==> src/rtl/divider_unit.sv <==
// Restoring shift-subtract divider: IDLE -> LOAD -> SHIFT x WIDTH -> DONE, one quotient bit per cycle.
// Optional DIVIDER_SIGNED_EN: two's-complement operands via magnitude divide plus result sign fix-up.
module divider_unit #(
  parameter int WIDTH = 8
) (
  input  logic             Clk,
  input  logic             Reset,
  input  logic             Run,
  input  logic [WIDTH-1:0] Dividend,
  input  logic [WIDTH-1:0] Divisor,
  output logic [WIDTH-1:0] Quotient,
  output logic [WIDTH-1:0] Remainder,
  output logic             Busy,
  output logic             Done,
  output logic             DivByZero
);

  typedef enum logic [1:0] {IDLE, LOAD, SHIFT, DONE} state_t;

  localparam int            CW    = $clog2(WIDTH + 1);
  localparam logic [CW-1:0] ITERS = CW'(WIDTH);

  state_t           state, state_nxt;
  logic [WIDTH:0]   a_reg;
  logic [WIDTH-1:0] q_reg;
  logic [WIDTH-1:0] m_reg;
  logic [CW-1:0]    cnt;
  logic             dbz;

  logic [WIDTH:0]   a_sh;
  logic [WIDTH-1:0] q_sh;
  logic [WIDTH+1:0] diff;
  logic [WIDTH:0]   a_nxt;
  logic [WIDTH-1:0] q_nxt;
  logic             last_iter;
  logic             div_zero_in;
  logic [WIDTH-1:0] dvd_mag;
  logic [WIDTH-1:0] dvs_mag;
  logic [WIDTH-1:0] quo_fin;
  logic [WIDTH-1:0] rem_fin;

  assign last_iter   = (cnt == CW'(1));
  assign div_zero_in = (Divisor == '0);

  // One restoring step: shift {A,Q} left, trial-subtract M, restore on borrow.
  always_comb begin
    a_sh  = {a_reg[WIDTH-1:0], q_reg[WIDTH-1]};
    q_sh  = {q_reg[WIDTH-2:0], 1'b0};
    diff  = {1'b0, a_sh} - {2'b00, m_reg};
    a_nxt = a_sh;
    q_nxt = q_sh;
    if (!diff[WIDTH+1]) begin
      a_nxt = diff[WIDTH:0];
      q_nxt = {q_sh[WIDTH-1:1], 1'b1};
    end
  end

`ifdef DIVIDER_SIGNED_EN
  logic neg_q, neg_r;

  assign dvd_mag = Dividend[WIDTH-1] ? (WIDTH'(0) - Dividend) : Dividend;
  assign dvs_mag = Divisor[WIDTH-1]  ? (WIDTH'(0) - Divisor)  : Divisor;
  assign quo_fin = neg_q ? (WIDTH'(0) - q_nxt) : q_nxt;
  assign rem_fin = neg_r ? (WIDTH'(0) - a_nxt[WIDTH-1:0]) : a_nxt[WIDTH-1:0];

  always_ff @(posedge Clk) begin
    if (!Reset) begin
      neg_q <= 1'b0;
      neg_r <= 1'b0;
    end else if (state == LOAD) begin
      neg_q <= Dividend[WIDTH-1] ^ Divisor[WIDTH-1];
      neg_r <= Dividend[WIDTH-1];
    end
  end
`else
  assign dvd_mag = Dividend;
  assign dvs_mag = Divisor;
  assign quo_fin = q_nxt;
  assign rem_fin = a_nxt[WIDTH-1:0];
`endif

  always_comb begin
    state_nxt = state;
    case (state)
      IDLE:    if (Run) state_nxt = LOAD;
      LOAD:    state_nxt = div_zero_in ? DONE : SHIFT;
      SHIFT:   if (last_iter) state_nxt = DONE;
      DONE:    if (!Run) state_nxt = IDLE;
      default: state_nxt = IDLE;
    endcase
  end

  // Results are written only on the edge that enters DONE.
  always_ff @(posedge Clk) begin
    if (!Reset) begin
      state     <= IDLE;
      a_reg     <= '0;
      q_reg     <= '0;
      m_reg     <= '0;
      cnt       <= '0;
      dbz       <= 1'b0;
      Quotient  <= '0;
      Remainder <= '0;
    end else begin
      state <= state_nxt;
      case (state)
        LOAD: begin
          q_reg <= dvd_mag;
          m_reg <= dvs_mag;
          a_reg <= '0;
          cnt   <= ITERS;
          dbz   <= div_zero_in;
          if (div_zero_in) begin
            Quotient  <= '1;
            Remainder <= Dividend;
          end
        end
        SHIFT: begin
          a_reg <= a_nxt;
          q_reg <= q_nxt;
          cnt   <= cnt - CW'(1);
          if (last_iter) begin
            Quotient  <= quo_fin;
            Remainder <= rem_fin;
          end
        end
        default: ;
      endcase
    end
  end

  assign Busy      = (state == LOAD) || (state == SHIFT);
  assign Done      = (state == DONE);
  assign DivByZero = Done && dbz;

endmodule

==> config.mk <==
export PLATFORM = sky130hd
export DESIGN_NAME = divider_unit
export DESIGN_NICKNAME = d
export VERILOG_FILES = /design/src/rtl/divider_unit.sv
export SDC_FILE = /design/constraint.sdc
export NUM_CORES = 1
export LEC_CHECK = 0
export CORE_MARGIN = 2
export CORE_UTILIZATION = 40
export DETAILED_ROUTE_END_ITERATION = 10
export PLACE_DENSITY = 0.61
export SLEW_MARGIN = 30
export SYNTH_ARGS = -nofsm -noshare
export SYNTH_HDL_FRONTEND = slang
export SYNTH_SLANG_ARGS = --single-unit
==> constraint.sdc <==
create_clock -name Clk -period 1.9 [get_ports Clk]
set_input_delay 0.38 -clock Clk [delete_from_list [all_inputs] [get_ports Clk]]
set_output_delay 0.38 -clock Clk [all_outputs]
set_load 0.005 [all_outputs]
# Word-level counts from Yosys, hierarchy flattened

Cells that the tools add are included.

Latch bits: 0
Memories kept: 0
RAM bits: 0
ROM bits: 0
Input bits: 19
Register bits: 47

Order comparisons: 0
Div/mod/pow operators: 0
Bitwise gates (word level): 0
Mux-type cells: 16
Eq/ne operators: 8
Add/subtract/negate cells: 2
Reductions and logical operators: 7
Shift-type cells: 0
Multiply operators: 0

Operators with widths:

| operator              | number |
|---|---|
| $pmux W8 S2           | 4 |
| $mux W8               | 5 |
| $sub A9 B8 Y10        | 1 |
| $logic_not A8 Y1      | 1 |
| $ne A2 B2 Y1 const B  | 4 |
| $pmux W2 S4           | 1 |
| $pmux W4 S2           | 1 |
| $mux W2               | 3 |
| $reduce_and A3 Y1     | 2 |
| $eq A2 B2 Y1 const B  | 2 |
| $eq A4 B1 Y1 const B  | 1 |
| $sub A4 B1 Y4 const B | 1 |
| $eq A2 B1 Y1 const B  | 1 |
| $logic_not A2 Y1      | 1 |
| $mux W1               | 2 |
| $reduce_bool A2 Y1    | 1 |
| $logic_and A1 B1 Y1   | 1 |
| $logic_or A1 B1 Y1    | 1 |

# Depth between registers and ports, before layout

Gate-level depths: netlist of the first run.

Word-level depth: 4
Depth in mapped cells: 9

# Least setup slack after synthesis of the first run

No wires, ideal clock.

Path kind: reg-to-reg
Start point: reg a_reg[0]
End point: reg a_reg[2]
Cell stages (with the launch flop): 8
Arrival: 1.909 ns
Slack: -0.127 ns
Library setup time: 0.117 ns
Period minus slack after synthesis: 2.027 ns
Data required time: 1.783 ns
Cell sequence: dfxtp_1 -> ha_1 -> nor2b_1 -> o221a_4 -> o31a_1 -> buf_6 -> or3_1 -> a32o_1

Longest elaborated chain between the ends: 3

RTL lines:

| item                     | RTL line | text |
|---|---|---|
| start: declaration       | 24       | `logic [WIDTH:0] a_reg;` |
| start signal: assignment | 119      | `a_reg <= a_nxt;` |
| $sub A9 B8 Y10           | 49       | `diff = {1'b0, a_sh} - {2'b00, m_reg};` |
| $mux W8                  | 52       | `if (!diff[WIDTH+1]) begin` |
| $pmux W8 S2              | 106      | `case (state)` |

Every way passes these cells.
A chain may end at the register's enable or synchronous reset.

# Worst setup path after layout of the first run

Start point: reg m_reg[1]
End point: reg a_reg[2]

Longest elaborated chain between the ends: 3

RTL lines:

| item                     | RTL line | text |
|---|---|---|
| start: declaration       | 26       | `logic [WIDTH-1:0] m_reg;` |
| start signal: assignment | 109      | `m_reg <= dvs_mag;` |
| $sub A9 B8 Y10           | 49       |  |
| $mux W8                  | 52       |  |
| $pmux W8 S2              | 106      |  |

Every way passes these cells.

==> results.json, run 1 <==
{
  "setup_tns_ns": -0.0532,
  "path_class": "register to register",
  "clkLatencyLatePin_ns": 0.30,
  "finalClockSkew_ns": 0.00796,
  "fp.dieW_um": 85.7,
  "wire_per_inst_um": 15.8,
  "synth_top_area_share_pct": 35.2,
  "final.fill_count": 546,
  "layout-drive-gt1-share_pct": 31.6,
  "die-area_um2": 7350,
  "dpl_worst_slack_ns": -0.327,
  "core_region_area_um2": 6420,
  "rows": 29,
  "power.density_nw_per_um2": 1410,
  "ir_drop_mv": 0.667,
  "netlist_area_um2": 2670,
  "min_period_over_period_pct": 101,
  "multiInputGateArea_um2": 1800,
  "cp-end-kind": "register",
  "vias": 2635,
  "drt_iter0_markers": 170,
  "antenna_cells": 0,
  "synth_cell_type_count": 49,
  "outcome": "finished with violations",
  "vias_per_cell": 5.58,
  "synth_seq_cells": 47,
  "nets": 428,
  "port_buffers": 37,
  "yosysSeqAreaShare_pct": 35.2,
  "start_kind": "register",
  "total_power_uw": 5550,
  "crit_arrival_ns": 2.12,
  "regArea_um2": 955,
  "gp_routability_congestion": 0.913,
  "synth_area_leaders": "dfxtp_1 35%, mux2i_1 7.1%, ha_1 6.6%",
  "critPathSlowestCell": "dfxtp_2",
  "min_period_ns": 1.93,
  "grt_pass1_wl_um": 11800,
  "final.setup.worst_slack_ns": -0.0276,
  "slew_headroom_pct": 71.8,
  "dpl.cell_count": 450,
  "drv_slew": 0,
  "setup_viol": 4,
  "initial_core_util_pct": 41.6,
  "max_stage_delay_ns": 0.34,
  "grt_pass1_vias": 2500,
  "grt_setup_unrepaired": "true",
  "yosysMostFrequentCell": "dfxtp_1",
  "grt_max_degree": 29,
  "grt_use_total_pct": 20.0,
  "async_flop_share_pct": 0,
  "synthCells": 308,
  "tightest_slew_ns": 0.420,
  "antenna_found_initial": 0,
  "max_freq_mhz": 519,
  "path_cells": "inv_2 > ha_4 > or2_4 > o221a_4 > o31a_1 > or3_1 > a32o_1",
  "cts_buffers": 5,
  "antenna_left": 0,
  "cap_violations": 0,
  "hold_slack_ns": 0.469,
  "synthTopCellsByCount": "47 x dfxtp_1, 28 x nor2_1, 22 x o21ai_0",
  "yosys.area.top_type": "dfxtp_1",
  "syn_to_final_growth_pct": 47.3,
  "cts_tree": "yes",
  "hold_path_class": "input pin to register",
  "cts_buffer_depth": 2,
  "hold_buffers": 0,
  "critPathRequiredTime_ns": 2.09,
  "ys_warn_count": 0,
  "dr.pass1.iters": 7,
  "ys.flop_type": "dfxtp_1",
  "clock-sinks": 47,
  "leakagePower_uw": 0.00160,
  "overflow": 0,
  "syn_area_per_cell_um2": 8.67,
  "cp_max_fo": 3,
  "cts.root.buffer_cell": "clkbuf_8",
  "syn_nets": 342,
  "finalHoldViolCount": 0,
  "h-tree-depth": 2,
  "dpl.hpwl_um": 5240,
  "io_pins": 38,
  "wl_um": 7440,
  "failed_checks": "DRC, setup timing",
  "finalNonFillerCells": 472,
  "drcViolationCount": 1,
  "clk_pin_slew_ns": 0.09,
  "synth_edf_count": 0,
  "die_h_um": 85.7
}
==> metal layers <==
layer  global-route usage [%]  part of all wire (%)
met5                        0                     0
met4                     5.48                   1.3
met3                     2.79                   4.4
met2                     33.0                    47
met1                     27.5                    47
==> worst max-delay path, delay by kind of cell, from the launching register on <==
kind / cells / cell delay [ns]
simple gates: 2 / 0.56
buf+inv: 1 / 0.05
flops: 1 / 0.34
fa+ha+maj: 1 / 0.14
compound gates: 3 / 0.73
==> final timing paths <==
kind	endpoint	startpoint	slack, ns	cells after the start
worst min register to register	Quotient[5]	Quotient[5]	0.47	2
worst min-delay path	m_reg[7]	Divisor[7]	0.47	4
worst max-delay path	a_reg[2]	m_reg[1]	-0.03	7
worst max register to register	a_reg[2]	m_reg[1]	-0.03	7
==> timing repair <==
item                       in CTS  in global routing
cloned                          0                  2
gates resized for setup        32                 39
setup buffers                  10                  4
setup endpoints to repair      20                 28
pin swaps                      17                 27
==> metrics by stage <==
stage,utilization [%],instance area [µm²]
after floorplan,-,2680
after global placement,53.5,3440
after detailed placement,53.5,3440
after CTS,57.9,3720
after global routing,61.3,3930
final,61.3,3930
==> cell usage in the layout, fill, tap and decap left out, types with 5 or more instances in the layout <==
cell type and n:
nand4_1 7, a211oi_1 8, buf_4 55, o211ai_1 10, inv_1 11, nand2b_1 12
inv_2 6, clkdlybuf4s50_1 31, dlymetal6s2s_1 6, mux2_2 5, buf_6 5, dfxtp_2 5
clkbuf_8 6, o21ai_0 19, ha_4 7, ha_1 5, nand2_1 11, dfxtp_1 40
nor2_1 26, mux2i_1 18, a21oi_1 18
==> report_power, final <==
group | switching (µW) | internal [µW] | total (µW)
registers | 151 | 1220 | 1370
logic | 1670 | 1730 | 3400
clock network | 350 | 433 | 783
total | 2170 | 3390 | 5550
==> logic make-up (layout without fill, tap and decap cells) <==
kind of cell    Yosys count  after routing  synth area share, %
compound gates           98             98                 25.5
xor+xnor                  3              3                0.984
fa+ha+maj                15             15                 7.31
buf+inv                  38            125                 5.90
flops                    47             47                 35.2
mux                      24             24                 9.23
simple gates             83             83                 15.9
==> cell type report <==
type,instances,area share (%)
multi-input combinational,223,45.8
sequential,47,24.3
timing repair buffer,100,22.7
tap,77,2.45
clock buffer,6,2.10
inverter,17,1.62
clock inverter,2,0.986
(Power assumes the default switching activity.)
==> run 2, diff against run 1 <==
Settings changed: TNS_END_PERCENT set to 30.
==> run 2 against run 1 <==
The run still ends with DRC, setup timing left. Largest cell class unchanged. Sequential share of layout area is 0.99 points higher. Sequential cell count unchanged. Highest routed layer unchanged. Largest power group unchanged. Global-route usage grew 0.21 points. Critical path depth did not move. Total power fell by 6.6%.
==> results.json, run 2 (synthesis results as in run 1) <==
{
  "power.density_nw_per_um2": 1370,
  "vias_per_cell": 5.59,
  "crit_path_start": "m_reg[1]",
  "hold_slack_ns": 0.471,
  "layout-drive-gt1-share_pct": 29.7,
  "vias": 2610,
  "outcome": "finished with violations",
  "failed_checks": "DRC, setup timing",
  "clkLatencyLatePin_ns": 0.31,
  "final.fill_count": 583,
  "regArea_um2": 955,
  "slew_headroom_pct": 76.9,
  "final_common_cell": "buf_4",
  "path_class": "register to register",
  "dpl_cell_area_um2": 3430,
  "worstHoldPathCells": 2,
  "cts_buffers": 5,
  "cp_max_fo": 3,
  "initial_core_util_pct": 41.6,
  "antenna_cells": 0,
  "grt_use_total_pct": 20.2,
  "grt_pass1_vias": 2487,
  "hold_path_class": "register to register",
  "path_cells": "inv_2 > ha_2 > nor2b_2 > o221a_4 > o31a_1 > or3_1 > a32o_1",
  "fp.dieW_um": 85.7,
  "r2r_start": "m_reg[1]",
  "cap_violations": 0,
  "clock-sinks": 47,
  "dr.pass1.iters": 7,
  "drt_iter0_markers": 148,
  "dpl.cell_count": 450,
  "core_region_area_um2": 6420,
  "antenna_found_initial": 0,
  "setup_viol": 3,
  "cts_buffer_depth": 2,
  "critPathSlowestCell": "dfxtp_2",
  "critPathRequiredTime_ns": 2.11,
  "min_period_over_period_pct": 104,
  "max_stage_delay_ns": 0.33,
  "final_cell_area_um2": 3780,
  "cts_tree": "yes",
  "final.setup.worst_slack_ns": -0.0729,
  "cp_num_cells": 7,
  "final_cell_mix": "54 x buf_4, 38 x dfxtp_1, 35 x clkdlybuf4s50_1",
  "gp_routability_congestion": 0.919,
  "cts.root.buffer_cell": "clkbuf_8",
  "hold_buffers": 0,
  "antenna_left": 0,
  "overflow": 0,
  "port_buffers": 37,
  "grt_setup_unrepaired": "true",
  "die-area_um2": 7350,
  "dpl.hpwl_um": 5280,
  "finalHoldViolCount": 0,
  "grt_pass1_wl_um": 11900,
  "finalNonFillerCells": 467,
  "multiInputGateArea_um2": 1740,
  "leakagePower_uw": 0.00149,
  "h-tree-depth": 2,
  "nets": 423,
  "die_h_um": 85.7,
  "rows": 29,
  "hold_start": "Quotient[2]",
  "ir_drop_mv": 0.737,
  "cp-end-kind": "register",
  "max_freq_mhz": 507,
  "io_pins": 38,
  "min_period_ns": 1.97,
  "path_delay_family": "compound AO/OA/AOI/OAI gates",
  "reg2regPathDepth": 7,
  "syn_to_final_growth_pct": 41.5,
  "wl_um": 7290,
  "drv_slew": 0,
  "start_kind": "register",
  "path_buf_inv": 1,
  "crit_arrival_ns": 2.18,
  "finalClockSkew_ns": 0.0109,
  "grt_max_degree": 29,
  "drcViolationCount": 1,
  "tightest_slew_ns": 0.346,
  "wire_per_inst_um": 15.6,
  "clk_pin_slew_ns": 0.09
}
run 2: worst register-to-register path, delay by kind of cell (launching register included):
family | cells | cell delay, ns
flip-flops | 1 | 0.33
buffers and inverters | 1 | 0.07
AND/OR/NAND/NOR | 2 | 0.47
adder cells (fa/ha/maj) | 1 | 0.26
AO/OA/AOI/OAI | 3 | 0.75
run 2: final timing paths:
path	endpoint	slack, ns
setup / recovery	a_reg[2]	-0.07
hold / removal	Quotient[2]	0.47
setup reg to reg	a_reg[2]	-0.07
hold reg to reg	Quotient[2]	0.47
run 2: per-layer routing:
metal,GRT usage (%),wire length [µm]
met3,4.43,310
met2,34.5,3570
met4,3.75,66
met5,0,0
met1,26.6,3340
run 2: metrics by stage:
stage | total power (µW) | util [%] | setup slack [ns] | setup TNS [ns]
2_1_floorplan | 3060 | - | -0.114 | -0.159
4_1_cts | 4970 | 56.6 | -0.120 | -0.422
3_5_place_dp | 4110 | 53.4 | -0.279 | -4.94
6_report | 5190 | 58.9 | -0.0729 | -0.120
5_1_grt | 5560 | 58.9 | -0.133 | -0.576
3_3_place_gp | 4060 | 53.4 | -0.282 | -4.49
run 2: report_power, final:
group          internal (µW)  switching, µW  leakage (µW)  total [µW]
sequential              1220            155      0.000387        1370
clock                    260            356     0.0000483         615
combinational           1590           1610       0.00106        3200
run 2: area by class of cell:
type	count	share of cell area, %
Clock inverter	3	0.497
Sequential cell	47	25.3
Inverter	17	1.69
Clock buffer	5	1.82
Multi-Input combinational cell	223	46.1
Timing Repair Buffer	95	22.1
Tap cell	77	2.55
run 2: repair_timing:
item,4_1_cts,5_1_grt
setup endpoints to repair,16,23
gates resized for setup,24,30
gates cloned,0,0
pin swaps,13,10
hold endpoints to repair,0,0
setup buffers,7,3
